File: src/rtl/mem_access_stage.sv
// mem_access_stage: MEM-stage controller between EX/MEM and MEM/WB.
// Issues loads/stores to a variable-latency data memory over req/ack, stalls
// the upstream pipeline while an access is outstanding and formats load data.
// Optional build macro: MEM_MISALIGN_TRAP_EN makes misaligned half/word
// accesses skip the memory and report mem_err_o instead.
module mem_access_stage #(
    parameter int unsigned TIMEOUT = 255,
    parameter int unsigned CNT_W   = 8
) (
    input  logic        clk_i,
    input  logic        rst_n_i,
    input  logic        MemRead_i,
    input  logic        MemWrite_i,
    input  logic        RegWrite_i,
    input  logic        MemtoReg_i,
    input  logic [2:0]  funct3_i,
    input  logic [31:0] ALUResult_i,
    input  logic [31:0] MemWData_i,
    input  logic [4:0]  Rd_i,
    output logic        RegWrite_o,
    output logic        MemtoReg_o,
    output logic [31:0] ALUResult_o,
    output logic [4:0]  Rd_o,
    output logic [31:0] DATARd_o,
    output logic        stall_o,
    output logic        mem_req_o,
    output logic        mem_we_o,
    output logic [31:0] mem_addr_o,
    output logic [3:0]  mem_be_o,
    output logic [31:0] mem_wdata_o,
    input  logic        mem_ack_i,
    input  logic [31:0] mem_rdata_i,
    output logic        mem_err_o
);

    typedef enum logic [1:0] {
        S_IDLE = 2'd0,
        S_WAIT = 2'd1,
        S_DONE = 2'd2
    } state_t;

    localparam logic [CNT_W-1:0] TIMEOUT_CNT = CNT_W'(TIMEOUT);

    state_t           r_state;
    state_t           w_state_nxt;
    logic             r_req;
    logic             r_we;
    logic [31:0]      r_addr;
    logic [3:0]       r_be;
    logic [31:0]      r_wdata;
    logic [31:0]      r_data;
    logic             r_err;
    logic [CNT_W-1:0] r_cnt;
    logic [CNT_W-1:0] w_cnt_inc;

    logic             w_mem_op;
    logic             w_issue;
    logic             w_capture;
    logic             w_abort;
    logic             w_trap;
    logic [3:0]       w_be;
    logic [31:0]      w_wdata;
    logic [7:0]       w_lbyte;
    logic [15:0]      w_lhalf;
    logic [31:0]      w_ldata;

`ifdef MEM_MISALIGN_TRAP_EN
    logic             r_trap;
    logic             w_misalign;

    // Half on an odd address or word off a word boundary cannot be issued
    assign w_misalign = ((funct3_i[1:0] == 2'b01) && ALUResult_i[0]) ||
                        (funct3_i[1] && (ALUResult_i[1:0] != 2'b00));
`endif

    assign w_mem_op  = MemRead_i | MemWrite_i;
    assign w_cnt_inc = r_cnt + CNT_W'(1);

    // Pass-through fields never depend on state
    assign MemtoReg_o  = MemtoReg_i;
    assign ALUResult_o = ALUResult_i;
    assign Rd_o        = Rd_i;

    assign mem_req_o   = r_req;
    assign mem_we_o    = r_we;
    assign mem_addr_o  = r_addr;
    assign mem_be_o    = r_be;
    assign mem_wdata_o = r_wdata;
    assign mem_err_o   = r_err;

    // Store lane selection: byte enables and lane-replicated write data
    always_comb begin
        w_be    = 4'b1111;
        w_wdata = MemWData_i;
        case (funct3_i[1:0])
            2'b00: begin
                w_be    = 4'b0001 << ALUResult_i[1:0];
                w_wdata = {4{MemWData_i[7:0]}};
            end
            2'b01: begin
                w_be    = ALUResult_i[1] ? 4'b1100 : 4'b0011;
                w_wdata = {2{MemWData_i[15:0]}};
            end
            default: ;
        endcase
    end

    // Load formatting: pick the addressed lane and sign/zero extend
    always_comb begin
        w_lbyte = mem_rdata_i[7:0];
        case (ALUResult_i[1:0])
            2'b01:   w_lbyte = mem_rdata_i[15:8];
            2'b10:   w_lbyte = mem_rdata_i[23:16];
            2'b11:   w_lbyte = mem_rdata_i[31:24];
            default: w_lbyte = mem_rdata_i[7:0];
        endcase
        w_lhalf = ALUResult_i[1] ? mem_rdata_i[31:16] : mem_rdata_i[15:0];
        case (funct3_i[1:0])
            2'b00:   w_ldata = funct3_i[2] ? {24'd0, w_lbyte} : {{24{w_lbyte[7]}}, w_lbyte};
            2'b01:   w_ldata = funct3_i[2] ? {16'd0, w_lhalf} : {{16{w_lhalf[15]}}, w_lhalf};
            default: w_ldata = mem_rdata_i;
        endcase
    end

    // State register
    always_ff @(posedge clk_i or negedge rst_n_i) begin
        if (!rst_n_i) begin
            r_state <= S_IDLE;
        end else begin
            r_state <= w_state_nxt;
        end
    end

    // Next state, stall/bubble generation and datapath strobes
    always_comb begin
        w_state_nxt = r_state;
        w_issue     = 1'b0;
        w_capture   = 1'b0;
        w_abort     = 1'b0;
        w_trap      = 1'b0;
        stall_o     = 1'b0;
        RegWrite_o  = RegWrite_i;
        DATARd_o    = 32'd0;
        case (r_state)
            S_IDLE: begin
                if (w_mem_op) begin
                    stall_o     = 1'b1;
                    RegWrite_o  = 1'b0;
                    w_issue     = 1'b1;
                    w_state_nxt = S_WAIT;
`ifdef MEM_MISALIGN_TRAP_EN
                    if (w_misalign) begin
                        w_issue     = 1'b0;
                        w_trap      = 1'b1;
                        w_state_nxt = S_DONE;
                    end
`endif
                end
            end
            S_WAIT: begin
                stall_o    = 1'b1;
                RegWrite_o = 1'b0;
                if (mem_ack_i) begin
                    w_capture   = 1'b1;
                    w_state_nxt = S_DONE;
                end else if (w_cnt_inc == TIMEOUT_CNT) begin
                    w_abort     = 1'b1;
                    w_state_nxt = S_DONE;
                end
            end
            S_DONE: begin
                DATARd_o    = r_data;
`ifdef MEM_MISALIGN_TRAP_EN
                RegWrite_o  = RegWrite_i & ~r_trap;
`endif
                w_state_nxt = S_IDLE;
            end
            default: w_state_nxt = S_IDLE;
        endcase
        // Reset releases the pipeline immediately, even mid-access
        if (!rst_n_i) begin
            stall_o = 1'b0;
        end
    end

    // Memory request and its held fields
    always_ff @(posedge clk_i or negedge rst_n_i) begin
        if (!rst_n_i) begin
            r_req   <= 1'b0;
            r_we    <= 1'b0;
            r_addr  <= 32'd0;
            r_be    <= 4'd0;
            r_wdata <= 32'd0;
        end else if (w_issue) begin
            r_req   <= 1'b1;
            r_we    <= MemWrite_i;
            r_addr  <= {ALUResult_i[31:2], 2'b00};
            r_be    <= MemWrite_i ? w_be : 4'b0000;
            r_wdata <= w_wdata;
        end else if (w_capture || w_abort) begin
            r_req   <= 1'b0;
        end
    end

    // Captured load data and error pulse
    always_ff @(posedge clk_i or negedge rst_n_i) begin
        if (!rst_n_i) begin
            r_data <= 32'd0;
            r_err  <= 1'b0;
        end else begin
            r_err <= w_abort | w_trap;
            if (w_capture) begin
                r_data <= w_ldata;
            end else if (w_abort || w_trap) begin
                r_data <= 32'd0;
            end
        end
    end

    // WAIT-cycle counter for the timeout, cleared outside WAIT
    always_ff @(posedge clk_i or negedge rst_n_i) begin
        if (!rst_n_i) begin
            r_cnt <= '0;
        end else if (r_state == S_WAIT) begin
            r_cnt <= w_cnt_inc;
        end else begin
            r_cnt <= '0;
        end
    end

`ifdef MEM_MISALIGN_TRAP_EN
    // Remembers that the DONE cycle belongs to a trapped access
    always_ff @(posedge clk_i or negedge rst_n_i) begin
        if (!rst_n_i) begin
            r_trap <= 1'b0;
        end else begin
            r_trap <= w_trap;
        end
    end
`endif

endmodule

File: config.mk
export PLATFORM = sky130hd
export DESIGN_NAME = mem_access_stage
export DESIGN_NICKNAME = d
export VERILOG_FILES = /design/src/rtl/mem_access_stage.sv
export SDC_FILE = /design/constraint.sdc
export NUM_CORES = 1
export LEC_CHECK = 0
export BUFFER_PORTS_ARGS = -buffer_cell sky130_fd_sc_hd__buf_4
export CAP_MARGIN = 20
export CORE_ASPECT_RATIO = 0.8
export CORE_MARGIN = 2
export CORE_UTILIZATION = 40
export CTS_BUF_LIST = sky130_fd_sc_hd__clkbuf_4 sky130_fd_sc_hd__clkbuf_8
export DETAILED_ROUTE_END_ITERATION = 8
export PLACE_DENSITY = 0.69
export SLEW_MARGIN = 20
export SYNTH_ARGS = -nofsm -noshare
export SYNTH_HDL_FRONTEND = slang
export SYNTH_SLANG_ARGS = --single-unit
File: constraint.sdc
create_clock -name clk_i -period 2.7 [get_ports clk_i]
set_clock_uncertainty 0.05 [all_clocks]
set_input_delay 0.27 -clock clk_i [delete_from_list [all_inputs] [get_ports clk_i]]
set_output_delay 0.27 -clock clk_i [all_outputs]
set_load 0.03 [all_outputs]
; Word-level counts from Yosys, hierarchy flattened
; Cells that the tools add are included.
; W data, S select, Z words.
[classes]
n_addsub = 1
n_eq_ne = 9
n_shift = 1
mux = 30
bitwise_logic = 1
reduce_logical = 6
[op_table]
columns = cell, n
row1 = $mux W32, 5
row2 = $pmux W32 S2, 2
row3 = $pmux W8 S3, 1
row4 = $mux W16, 1
row5 = $mux W1, 11
row6 = $add A8 B1 Y8 const B, 1
row7 = $eq A8 B8 Y1 const B, 1
row8 = $mux W4, 2
row9 = $mux W8, 1
row10 = $pmux W4 S2, 1
row11 = $eq A2 B1 Y1 const B, 3
row12 = $eq A2 B2 Y1 const B, 3
row13 = $mux W2, 3
row14 = $logic_not A2 Y1, 2
row15 = $pmux W1 S2, 2
row16 = $pmux W2 S2, 1
row17 = $reduce_bool A2 Y1, 2
row18 = $shl A1 B2 Y4 const A, 1
row19 = $ne A3 B3 Y1 const B, 1
row20 = $ne A2 B2 Y1 const B, 1
row21 = $reduce_and A2 Y1, 1
row22 = $logic_or A1 B1 Y1, 1
row23 = $or A1 B1 Y1, 1
[word_totals]
register_bits = 111
input_bits = 111
out_inout_bits = 143
wordCells = 57

; Logic depth before layout (Yosys ltp)
[depth]
depth_word = 8
ltp_mapped = 8
depth_no_buf = 7

; Worst setup path before layout
; No wires, ideal clock.
[synth_path]
path_kind = reg-to-reg
from = register r_cnt[0]
to = register r_data[7]
setup_time_ps = 120
arrival_ps = 2123
required_ps = 2530
setup_slack_ps = 408
path_stages_with_launch = 8
path_buffers = 2
period_less_slack_ps = 2292
cell_sequence = dfrtp_1 ha_1 buf_4 or4b_1 a32o_2 or2_1 buf_6 a31o_1
[synth_via]
elab_chain_len = 6
[synth_rtl]
columns = item, line
row1 = from (decl), 53  ; logic [CNT_W-1:0] r_cnt;
row2 = from (signal assigned), 225  ; r_cnt <= w_cnt_inc;
row3 = $add A8 B1 Y8, 77  ; assign w_cnt_inc = r_cnt + CNT_W'(1);
row4 = $eq A8 B8 Y1, 166  ; end else if (w_cnt_inc == TIMEOUT_CNT) begin
row5 = $mux W1, 166
row6 = $mux W1, 163  ; if (mem_ack_i) begin
row7 = $mux W1, 144  ; case (r_state)
row8 = $reduce_bool A2 Y1 (no line), -
row9 = to (signal assigned), 213  ; r_data <= w_ldata;
row10 = to (decl), 51  ; logic [31:0] r_data;
; Every way passes these cells.
; A chain may end at the register's enable or synchronous reset.

; Worst setup path in the final report
[layout_path]
from = register r_cnt[0]
to = register r_data[5]
; The elaborated chain is that of the path after synthesis.

==> impl.org <==
** Setup path
- Worst-path maximum fanout :: 10
- Cells along the critical path :: ha_1, or4b_1, a32o_2, or2_1, a31o_1
- Counting both buffers and inverters, the worst setup path holds a total of 0.
- The worst setup path is launched from a flip-flop.
- Data arrives at the worst endpoint at 2.64 ns.
- Worst path slowest cell :: or4b_1
- Classification of the worst setup path :: reg2reg
- Largest stage delay on the critical path :: 0.53 ns
- Across all register-to-register paths, the minimum setup slack is 0.28 ns.
- STA classifies the critical path endpoint as a flip-flop.
- For the worst setup path, the data required time is 2.92 ns.
- Broken down by cell family, the worst path's largest delay share belongs to simple AND/OR/NAND/NOR gates.

** Final layout
- Excluding fillers, the count of instances in the completed layout stands at 1054.
- In the final layout, the multi-input gates occupy 2634 um^2.
- With fillers left out, the area of the finished cells amounts to 7844 um^2.
- Signed area change from the synthesized netlist to the final layout :: 31.45%
- At the end of the flow the core is filled with cells to 54.31%.
- Final nets :: 978
- Area taken by flip-flops and latches :: 2778 um^2
- The number of antenna diodes in the final layout is 0.
- The post-route netlist has 32.53% of its cells at a drive strength greater than 1.
- Fill cells in the final layout number 1366.

** Floorplanning
- Row count :: 39
- Die Span Y :: 113.2 um
- Full die area :: 15920 um^2
- In this run the standard cell core region covers 14440 um^2.
- Once the floorplan was initialized, standard cells occupied 41.31% of the core.
- X dimension of the die :: 140.6 um
- 254 I/O pins were placed.

** Routing
- Final ANT Viol Nets :: 0
- For this run, design rule violations remaining after detail routing come to 0.
- Iteration count of the initial detailed-routing pass :: 4
- After detailed routing, the average wire length per cell comes to 15.79 um.
- Drt via density :: 5.035
- Drt first-iter violations :: 416
- For this block, the routed nets add up to 16650 um of wire.
- The routed layout has 5307 vias.

** Global routing
- Via count of the first global-routing pass :: 4924
- Pin count of the biggest net entering global routing :: 112
- First-pass GRT wire length :: 26100 um
- Number of antenna violations at the first check in global routing :: 0
- Gr ovfl total :: 0
- Global routing consumed, over all layers together, 20.55% of the routing resources.

** Timing
- Dividing the final minimum period by the clock period gives 89.71%.
- The max-slew violation count came to 0.
- Final Worst Setup Slack :: 0.2778 ns
- Final Setup Violations :: 0
- Setup repair after global routing missed its margin :: false
- Final Hold Fails :: 0
- Hold slack :: 0.03284 ns
- Accumulated negative setup slack :: 0 ns
- For this run, the top clock speed supported by timing is 412.9 MHz.
- Worst Tran Pin Value :: 0.8621 ns
- Tmin final :: 2.422 ns
- Headroom to the max-slew limit came out at 42.52%.

** Yosys
- For this run, asynchronously set or reset flops after synthesis account for 100.0%.
- The cell area that synthesis handed to floorplanning was 5967 um^2.
- The Yosys step of the flow raised 0 warnings.
- Sequential element share of the synthesized area :: 46.55%
- Average cell area after synthesis :: 8.724 um^2
- Synthesis inferred 111 register bits.
- Synthesis handed over a netlist of 684 instances.
- The netlist uses 52 different library cells.
- Yosys mapped a number of flops with a built-in enable equal to 0.
- The most used flip-flop cell after synthesis is dfrtp_1.

** CTS
- CTS Root Buffer Type :: clkbuf_8
- Counting the buffers created by CTS gives 9.
- CTS sink cnt :: 111
- After clock tree synthesis, the clock-pin slew on the worst setup and hold paths is 0.11 ns.
- Setup repair bufs after CTS :: 0
- The H-tree generated during clock tree synthesis spans 3 levels.
- Clock tree from TritonCTS :: built
- In this run the deepest clock path goes through 2 buffers.
- For the worst-skew pair, the clock arrives at the later sink with an insertion delay of 0.37 ns.

** Min path
- Class of the tightest hold or removal check :: in2reg

** Placed design
- In this run the cell area measured after placement is 7625 um^2.
- Placement Setup Slack :: 0.2952 ns
- Detailed placement ended at an HPWL of 12140 um.
- Weighted congestion reported at the end of routability-driven placement :: 0.8402
- Cell Count Post-Placement :: 1037
- During placement, the flow inserted port buffers numbering 239.

** Pwr
- Summing internal, switching and leakage power gives 8.239 mW.
- Dividing total power by cell area gives a power density of 1050 nW/um^2.
- IR analysis of the VDD net gives a maximum drop of 0.0005575 V.
- Static power due to leakage :: 3.993 nW

** Flow run
- Maxcap violations :: 0

** Status
- Result of the run :: completed
path summary, 6_finish.rpt:
| kind | start | endpoint | cells after the start |
|---|---|---|---|
| setup / recovery | r_cnt[0] | r_data[5] | 5 |
| hold / removal | mem_ack_i | mem_err_o | 2 |
| setup reg to reg | r_cnt[0] | r_data[5] | 5 |
| hold reg to reg | mem_addr_o[28] | mem_addr_o[28] | 2 |
| max in group asynchronous | rst_n_i | r_data[8] | 3 |
| min in group asynchronous | rst_n_i | r_data[3] | 3 |
worst reg2reg max path, delay by kind of cell, from the launching register on:
kind | cells | cell delay [ns]
compound gates | 2 | 0.57
simple gates | 2 | 0.91
flops | 1 | 0.46
fa+ha+maj | 1 | 0.32
cells by family (layout without fill, tap and decap cells):
group / Yosys count / after routing / synth area share, %
adder cells (fa/ha/maj): 2 / 2 / 0.4193
other: 1 / 2 / 0.06285
XOR/XNOR: 6 / 6 / 0.8808
AO/OA/AOI/OAI: 140 / 140 / 14.83
AND/OR/NAND/NOR: 285 / 285 / 21.85
flip-flops: 111 / 111 / 46.55
buffers and inverters: 105 / 290 / 9.478
multiplexers: 34 / 34 / 5.934
layer usage:
layer / vias up / track usage (%) / share of wire (%)
met1: 2497 / 29.65 / 46
met3: 11 / 4.570 / 7.2
met5: - / 0 / 0
li1: 2612 / - / -
met4: 0 / 4.267 / 1.1
met2: 187 / 32.09 / 46
power breakdown:
part | internal (mW) | total, mW | switching (mW)
registers | 2.43 | 2.94 | 0.509
clock network | 0.458 | 1.06 | 0.603
logic | 1.57 | 4.24 | 2.67
flip-flops by register name, indices dropped and copies added (netlist names):
name         cells
mem_addr_o      30
mem_we_o         1
r_data          32
r_state          2
r_cnt            8
mem_req_o        1
mem_wdata_o     32
mem_be_o         4
mem_err_o        1
final cells by class:
cell class | instances | area share [%]
flip-flops and latches | 111 | 35.41
multi-input cells | 469 | 33.58
repair buffers | 253 | 24.41
well taps | 184 | 2.935
clock buffers | 10 | 1.675
inverters | 21 | 1.005
clock inverters | 6 | 0.9890
cell usage after synthesis, drive strengths merged (4+ instances only):
| cell type | count | share of area [%] |
|---|---|---|
| a21oi | 22 | 1.8 |
| a221oi | 24 | 3.5 |
| a31o | 8 | 1.2 |
| a31oi | 8 | 0.84 |
| and2 | 35 | 3.7 |
| and3b | 8 | 1.2 |
| buf | 48 | 5.9 |
| clkbuf | 36 | 2.3 |
| dfrtp | 111 | 47 |
| inv | 20 | 1.3 |
| mux2i | 32 | 5.4 |
| nand2 | 175 | 11 |
| nand3b | 4 | 0.50 |
| nor2 | 32 | 2.1 |
| nor2b | 11 | 1.2 |
| nor3 | 5 | 0.42 |
| o21ai | 69 | 5.9 |
layout by cell type (no fill, tap or decap), types with 9 or more instances in the layout:
master / synthesis / layout
nor2_1: 31 / 31
dfrtp_1: 111 / 111
mux2i_1: 32 / 32
and2_1: 33 / 33
clkbuf_8: 0 / 9
o21ai_0: 68 / 68
nor2b_1: 11 / 11
a221oi_1: 24 / 24
a21oi_1: 22 / 22
inv_1: 20 / 20
buf_4: 42 / 251
nand2_1: 175 / 175
what timing repair did:
item / 4_1_cts / 5_1_grt
hold buffers: 1 / 0
hold endpoints to repair: 94 / 0
gates resized for setup: 0 / 0
Power figures use the tool's default switching activity.
